## src/rtl/tmds_align_ctrl.sv

```systemverilog
// tmds_align_ctrl
// Word-alignment controller for the three TMDS receive channels. It watches
// each channel's 10-bit de-serialized word for control tokens. Until a channel
// sees enough tokens in one search window, it issues single-cycle bitslip
// pulses back to the de-serializer. It reports per-channel and aggregate lock.
//
// Ports
//   i_pixclk        : pixel clock, the only clock
//   i_rst           : asynchronous active-high reset
//   i_enable        : level; while low every channel is held in SEARCH
//   i_encoded_blue  : channel 0 word (10 bits)
//   i_encoded_green : channel 1 word (10 bits)
//   i_encoded_red   : channel 2 word (10 bits)
//   o_bitslip[2:0]  : one-cycle bitslip request per channel (bit0 = blue)
//   o_locked[2:0]   : per-channel lock
//   o_all_locked    : registered AND of o_locked
//   o_slip_cnt[11:0]: current slip position 0..9, 4 bits per channel
//   o_align_err[2:0]: sticky flag, set when a channel wraps through all
//                     10 positions without locking, cleared when it locks
//
// Optional feature: define TMDS_ALIGN_RELOCK_EN to drop lock after
// LOSS_CYCLES consecutive token-free cycles in LOCKED. Without the macro,
// LOCKED is left only on reset or when i_enable goes low.
module tmds_align_ctrl #(
  parameter int WINDOW_CYCLES = 4096,
  parameter int TOKEN_MIN     = 16,
  parameter int SLIP_WAIT     = 8,
  parameter int LOSS_CYCLES   = 65536
) (
  input  logic        i_pixclk,
  input  logic        i_rst,
  input  logic        i_enable,
  input  logic [9:0]  i_encoded_blue,
  input  logic [9:0]  i_encoded_green,
  input  logic [9:0]  i_encoded_red,
  output logic [2:0]  o_bitslip,
  output logic [2:0]  o_locked,
  output logic        o_all_locked,
  output logic [11:0] o_slip_cnt,
  output logic [2:0]  o_align_err
);

  // Each counter only ever holds 0..PARAM-1, so $clog2(PARAM) bits suffice.
  localparam int WIN_W  = (WINDOW_CYCLES > 1) ? $clog2(WINDOW_CYCLES) : 1;
  localparam int TOK_W  = (TOKEN_MIN > 1) ? $clog2(TOKEN_MIN) : 1;
  localparam int WAIT_W = (SLIP_WAIT > 1) ? $clog2(SLIP_WAIT) : 1;
`ifdef TMDS_ALIGN_RELOCK_EN
  localparam int LOSS_W = (LOSS_CYCLES > 1) ? $clog2(LOSS_CYCLES) : 1;
`endif

  typedef enum logic [1:0] {ST_SEARCH, ST_SLIP, ST_WAIT, ST_LOCKED} state_t;

  function automatic logic is_token(input logic [9:0] w);
    return (w == 10'h354) || (w == 10'h0AB) || (w == 10'h154) || (w == 10'h2AB);
  endfunction

  logic [9:0] word [3];
  logic [2:0] locked;
  logic       all_locked_q;

  assign word[0] = i_encoded_blue;
  assign word[1] = i_encoded_green;
  assign word[2] = i_encoded_red;

  for (genvar gi = 0; gi < 3; gi++) begin : g_ch
    state_t             state_q, state_d;
    logic               tok_q, tok_d;
    logic [WIN_W-1:0]   win_cnt_q, win_cnt_d;
    logic [TOK_W-1:0]   tok_cnt_q, tok_cnt_d;
    logic [WAIT_W-1:0]  wait_cnt_q, wait_cnt_d;
    logic [3:0]         slip_cnt_q, slip_cnt_d;
    logic               err_q, err_d;
`ifdef TMDS_ALIGN_RELOCK_EN
    logic [LOSS_W-1:0]  loss_cnt_q, loss_cnt_d;
`endif

    always_ff @(posedge i_pixclk or posedge i_rst) begin
      if (i_rst) begin
        state_q    <= ST_SEARCH;
        tok_q      <= 1'b0;
        win_cnt_q  <= '0;
        tok_cnt_q  <= '0;
        wait_cnt_q <= '0;
        slip_cnt_q <= '0;
        err_q      <= 1'b0;
`ifdef TMDS_ALIGN_RELOCK_EN
        loss_cnt_q <= '0;
`endif
      end else begin
        state_q    <= state_d;
        tok_q      <= tok_d;
        win_cnt_q  <= win_cnt_d;
        tok_cnt_q  <= tok_cnt_d;
        wait_cnt_q <= wait_cnt_d;
        slip_cnt_q <= slip_cnt_d;
        err_q      <= err_d;
`ifdef TMDS_ALIGN_RELOCK_EN
        loss_cnt_q <= loss_cnt_d;
`endif
      end
    end

    always_comb begin
      tok_d      = is_token(word[gi]);
      state_d    = state_q;
      win_cnt_d  = win_cnt_q;
      tok_cnt_d  = tok_cnt_q;
      wait_cnt_d = wait_cnt_q;
      slip_cnt_d = slip_cnt_q;
      err_d      = err_q;
`ifdef TMDS_ALIGN_RELOCK_EN
      loss_cnt_d = loss_cnt_q;
`endif
      if (!i_enable) begin
        // Slip position and error flag survive a disable; the search restarts.
        state_d    = ST_SEARCH;
        win_cnt_d  = '0;
        tok_cnt_d  = '0;
        wait_cnt_d = '0;
`ifdef TMDS_ALIGN_RELOCK_EN
        loss_cnt_d = '0;
`endif
      end else begin
        case (state_q)
          ST_SEARCH: begin
            // Lock is tested on the token that would make the count reach
            // TOKEN_MIN, so tok_cnt never needs to hold TOKEN_MIN itself.
            // Lock wins over window expiry in the same cycle.
            if (tok_q && (tok_cnt_q == TOK_W'(TOKEN_MIN - 1))) begin
              state_d   = ST_LOCKED;
              err_d     = 1'b0;
              win_cnt_d = '0;
              tok_cnt_d = '0;
`ifdef TMDS_ALIGN_RELOCK_EN
              loss_cnt_d = '0;
`endif
            end else if (win_cnt_q == WIN_W'(WINDOW_CYCLES - 1)) begin
              state_d   = ST_SLIP;
              win_cnt_d = '0;
              tok_cnt_d = '0;
            end else begin
              win_cnt_d = win_cnt_q + WIN_W'(1);
              if (tok_q) tok_cnt_d = tok_cnt_q + TOK_W'(1);
            end
          end
          ST_SLIP: begin
            state_d    = ST_WAIT;
            wait_cnt_d = '0;
            if (slip_cnt_q == 4'd9) begin
              slip_cnt_d = 4'd0;
              err_d      = 1'b1;
            end else begin
              slip_cnt_d = slip_cnt_q + 4'd1;
            end
          end
          ST_WAIT: begin
            // Tokens seen here come from a word boundary still settling.
            if (wait_cnt_q == WAIT_W'(SLIP_WAIT - 1)) begin
              state_d   = ST_SEARCH;
              win_cnt_d = '0;
              tok_cnt_d = '0;
            end else begin
              wait_cnt_d = wait_cnt_q + WAIT_W'(1);
            end
          end
          ST_LOCKED: begin
`ifdef TMDS_ALIGN_RELOCK_EN
            if (tok_q) begin
              loss_cnt_d = '0;
            end else if (loss_cnt_q == LOSS_W'(LOSS_CYCLES - 1)) begin
              state_d    = ST_SEARCH;
              loss_cnt_d = '0;
              win_cnt_d  = '0;
              tok_cnt_d  = '0;
            end else begin
              loss_cnt_d = loss_cnt_q + LOSS_W'(1);
            end
`endif
          end
          default: state_d = ST_SEARCH;
        endcase
      end
    end

    // Decoded straight from the state register so an async reset clears
    // the bitslip request without waiting for a clock edge.
    assign o_bitslip[gi]          = (state_q == ST_SLIP);
    assign locked[gi]             = (state_q == ST_LOCKED);
    assign o_slip_cnt[4*gi +: 4]  = slip_cnt_q;
    assign o_align_err[gi]        = err_q;
  end

  always_ff @(posedge i_pixclk or posedge i_rst) begin
    if (i_rst) all_locked_q <= 1'b0;
    else       all_locked_q <= &locked;
  end

  assign o_locked     = locked;
  assign o_all_locked = all_locked_q;

endmodule

```

## config.mk

```make
export PLATFORM = sky130hd
export DESIGN_NAME = tmds_align_ctrl
export DESIGN_NICKNAME = d
export VERILOG_FILES = /design/src/rtl/tmds_align_ctrl.sv
export SDC_FILE = /design/constraint.sdc
export NUM_CORES = 1
export LEC_CHECK = 0
export BUFFER_PORTS_ARGS = -buffer_cell sky130_fd_sc_hd__buf_4
export CORE_MARGIN = 2
export CORE_UTILIZATION = 56
export DETAILED_ROUTE_END_ITERATION = 7
export GPL_TIMING_DRIVEN = 0
export PLACE_DENSITY_LB_ADDON = 0.2
export SYNTH_ARGS = -nofsm -noshare
export SYNTH_HDL_FRONTEND = slang
export SYNTH_SLANG_ARGS = --single-unit
```

## constraint.sdc

```tcl
create_clock -name i_pixclk -period 4 [get_ports i_pixclk]
set_input_delay 1 -clock i_pixclk [delete_from_list [all_inputs] [get_ports i_pixclk]]
set_output_delay 1 -clock i_pixclk [all_outputs]
set_load 0.03 [all_outputs]
```

Word level (Yosys, flattened, before mapping)
Index checks and enable logic that the tools add are counted.

operators by class
  equal/unequal tests = 60
  reduce and logical (&&, ||, !) cells = 37
  $add $sub $neg = 12
  mux-type cells = 69

operators by type and width
  cell                                                                      count
  12-bit 2-to-1 mux                                                         12
  4-bit 2-to-1 mux                                                          18
  12-bit one-hot mux with 2 select lines                                    3
  10-bit equality test (second input constant)                              6
  12-bit by 1-bit adder with 12-bit output (second input constant)          3
  12-bit equality test (second input constant)                              3
  10-bit by 8-bit equality test with 1-bit output (second input constant)   3
  10-bit by 9-bit equality test with 1-bit output (second input constant)   3
  4-bit by 1-bit adder with 4-bit output (second input constant)            6
  4-bit equality test (second input constant)                               6
  2-bit 2-to-1 mux                                                          12
  4-bit one-hot mux with 2 select lines                                     3
  3-bit AND reduction                                                       7
  3-bit 2-to-1 mux                                                          6
  3-bit by 1-bit inequality test with 1-bit output (second input constant)  6
  3-bit inequality test (second input constant)                             6
  2-bit one-hot mux with 3 select lines                                     3
  3-bit one-hot mux with 2 select lines                                     3
  2-bit AND reduction                                                       9
  5-bit inequality test (second input constant)                             3
  2-bit equality test (second input constant)                               6
  4-bit by 1-bit inequality test with 1-bit output (second input constant)  3
  4-bit inequality test (second input constant)                             3
  4-bit AND reduction                                                       3
  11 further kinds                                                          42

storage, ports and cells
  logic and storage cells = 200
  register bits after elaboration = 82
  bits of input ports = 33

Longest topological paths before layout
  word-level depth = 6
  mapped depth = 7
  gate-level depth less buffers = 6

Worst setup path before layout
OpenSTA, ideal clock, no wires.

  path type = input -> register
  from = input port i_enable
  to = register g_ch[0].win_cnt_q[2]
  cell stages on the path = 6
  setup slack = 1.861 ns
  path buffers = 2
  arrival = 2.057 ns
  path through = buf_2 -> or3b_1 -> nor2_4 -> buf_4 -> nand3b_1 -> a31oi_1

on the way
  cells in the longest elaborated chain, start to end = 2

ends and longest elaborated chain
  what                                                                                                 RTL line  source
  from (decl)                                                                                          32        input logic i_enable,
  3-bit by 1-bit inequality test with 1-bit output (no line) or 3-bit inequality test (tied branches)  n/a
  2-bit AND reduction (no line)                                                                        n/a
  to (signal assigned)                                                                                 92        win_cnt_q <= win_cnt_d;
  to (decl)                                                                                            68        logic [WIN_W-1:0] win_cnt_q, win_cnt_d;

Parallel ways exist; a longest one is shown, timed or not.
A chain may end at the register's enable or synchronous reset.

Final worst setup path
  from = register g_ch[0].state_q[1]
  to = output port o_bitslip[0]

on the way
  cells in the longest elaborated chain, start to end = 1

ends and longest elaborated chain
  what                                            RTL line  source
  from (decl)                                     66        state_t state_q, state_d;
  from (signal assigned)                          90        state_q <= state_d;
  2-bit by 1-bit equality test with 1-bit output  187       assign o_bitslip[gi] = (state_q == ST_SLIP);
  to (decl)                                       36        output logic [2:0] o_bitslip,

Every way passes these cells.

==> results.md <==
* DR pass1 iterations at 5
* Post-synthesis sequential area ratio at 0.416
* Antenna violations before repair at 0
* CTS hold repair buffers at 0
* EDFF count, synth at 0
* Initial Util at 0.571
* CP cell instances: inv_1, ha_1, buf_4
* Critical path's largest stage delay at 0.44 ns
* HPWL Detailed at 7830 µm
* Top post-synthesis cells by area: dfrtp_1, ha_1, a31oi_1
* Top cell type's share of synthesized area at 0.416
* Number of nets in the layout at 631
* Final setup vio count at 0
* Commonest non-fill, non-tap cell in the layout: dfrtp_1
* Worst slew margin at 0.648
* Post-synth ARST share at 1.00
* Die X at 97.8 µm
* Reg2reg setup slack at 1.87 ns
* Post-synthesis cell area at 4930 µm²
* R2R depth at 7
* Grt ovf at 0
* Setup Crit Path Kind: reg -> out
* Run status: completed
* CP Launch Type: flip-flop
* Largest net degree at the start of global routing at 71
* Pleak at 0.00261 µW
* Hold Path Class: reg -> reg
* Most frequent cells in the layout: dfrtp_1, buf_4, nand2_1
* Core area at 8640 µm²
* # rows at 34
* RePlAce Congestion at 0.844
* Slew Viols, Final at 0
* Net Count, Synth at 569
* Global-route wire length before repair at 18700 µm
* H-tree depth at 3
* CTS tree: built
* Measured slew at the worst slew-check pin at 0.529 ns
* Skew-Pair Late Insertion Delay at 0.36 ns
* Placed cells at 671
* WL final at 10800 µm
* Worst EP required at 3.00 ns
* # clock sinks at 82
* Hold Violations, Final at 0
* Hold path startpoint: g_ch[1].win_cnt_q[6]
* Flops & latches, synth at 82
* Die Area at 9570 µm²
* Hold path endpoint: g_ch[1].win_cnt_q[6]
* Synth cell types at 60
* Crit Path Max Fanout at 8
* FF-to-FF Start: g_ch[2].state_q[0]
* Worst Setup End Kind: output port
* Vias in the first global route at 4108
* Period utilisation layout at 0.623
* Clock skew at 0.00650 ns
* WHS Path Cells at 1
* Syn Area/Cell at 9.63 µm²
* N_diodes at 0
* Die height at 97.8 µm
* Drt first-iter violations at 221
* Routed vias at 4244
* DRC viols at 0
* Max-cap violations at 0
* Syn-to-layout area delta at 14.9%
* Layout cells sized above 1 at 0.181
* Power per Cell Area at 305 nW/µm²
* Total track usage at 0.236
* # IOs at 55
* WP data arrival at 1.49 ns
* Yosys Warn Count at 0
* Post-synthesis cell type with the largest combined area: dfrtp_1
* TritonCTS Buffers at 9
* Post-DR vias/cell at 6.18
* Fillers at 691
* IR drop worst, VDD at 0.000207 V
* CP max-delay cell: dfrtp_1
* Clk root buf: clkbuf_8
* Maximum clock insertion buffer count at 2
* Worst R2R End: g_ch[2].win_cnt_q[2]
* RSZ-0062 raised after global routing: no
* Main flop type after synthesis: dfrtp_1
* Setup repair bufs after CTS at 0
* Post-layout util at 0.656
* Synth Instances at 512
* Post-route minimum period at 2.49 ns
* Drt wl/cell at 15.7 µm
* PortBufs at 50
* Post-CTS Resized at 0
* Final ANT Viol Nets at 0
* Clock transition at path regs at 0.09 ns
* Fin cells at 687
* Fmax at 401 MHz
cell families after synthesis:
kind of cell	after synthesis	synth area share
AOI/OAI and AO/OA	116	0.157
buffers and inverters	48	0.0475
DFF	82	0.416
xor gates and xnor gates	6	0.0107
muxes	19	0.0391
adders and majority gates	24	0.0609
and+or+nand+nor	217	0.268
cells in the mapped netlist (4+ instances only):
library cell / number
inv_1: 20
a31oi_1: 28
nand3b_1: 9
nor2_1: 8
or2_2: 5
clkbuf_1: 9
and2_1: 5
nand2_1: 39
and4_1: 11
nand2b_1: 9
nor4bb_1: 5
nor3_1: 12
o21ai_0: 20
and3_1: 15
xnor2_1: 6
a22oi_1: 6
ha_1: 24
o21ai_1: 11
nand4b_1: 4
a21oi_1: 11
buf_2: 10
o211ai_1: 5
nor2b_1: 18
dfrtp_1: 82
mux2i_1: 17
buf_4: 7
nand4_1: 22
nand3_1: 34
a41oi_1: 5
routing by layer:
| layer | GRT usage | wire [µm] |
|---|---|---|
| met1 | 0.315 | 4890 |
| met2 | 0.397 | 5340 |
| met3 | 0.0429 | 414 |
| met4 | 0.0662 | 133 |
| met5 | 0 | 0 |
final cells by class:
class | instances | area, µm² | area share
Inverter | 20 | 77.6 | 0.0137
Clock buffer | 11 | 141 | 0.0250
Tap cell | 108 | 135 | 0.0239
Buffer | 28 | 159 | 0.0281
Timing Repair Buffer | 51 | 403 | 0.0711
Sequential cell | 82 | 2050 | 0.362
Clock inverter | 5 | 53.8 | 0.00950
Multi-Input combinational cell | 382 | 2640 | 0.467
critical path: cells and delay by family (launching register included):
kind,cells,cell delay [ns]
fa+ha+maj,1,0.36
buf+inv,2,0.33
flops,1,0.44
per-stage QoR:
| stage | cell area (µm²) | setup slack [ns] | hold WS [ns] | TNS (ns) | power, µW |
|---|---|---|---|---|---|
| after detailed placement | 5470 | 1.47 | 0.469 | 0 | 1130 |
| after floorplan | 4930 | 0.892 | 0.443 | 0 | 1060 |
| final | 5660 | 1.51 | 0.476 | 0 | 1730 |
| after global routing | 5660 | 1.44 | 0.508 | 0 | 1800 |
| after CTS | 5660 | 1.52 | 0.480 | 0 | 1730 |
| after global placement | 5440 | -0.133 | 0.461 | -10.40 | 1110 |
how the worst max path moves through the flow:
stage	startpoint	endpoint	depth (start not counted)
after floorplan	i_rst	g_ch[0].err_q	1
after global placement	i_rst	g_ch[2].win_cnt_q[2]	2
after detailed placement	i_enable	g_ch[1].win_cnt_q[1]	6
after CTS	g_ch[2].state_q[1]	o_bitslip[2]	3
after global routing	g_ch[2].state_q[1]	o_bitslip[2]	3
final	g_ch[0].state_q[1]	o_bitslip[0]	3
report_power, final:
| group | internal [µW] | leakage (µW) | switching [µW] |
|---|---|---|---|
| Clock | 304 | 0.000103 | 312 |
| Combinational | 86.1 | 0.00138 | 91.3 |
| Sequential | 876 | 0.00113 | 56.7 |
| Total | 1270 | 0.00261 | 460 |
flip-flops by register name, summed over array words and instances (netlist names):
signal	count
g_ch.win_cnt_q	36
g_ch.slip_cnt_q	12
g_ch.tok_cnt_q	12
g_ch.wait_cnt_q	9
g_ch.state_q	6
g_ch.err_q	3
g_ch.tok_q	3
o_all_locked	1
Note: power is estimated with default switching activity, not from simulation.
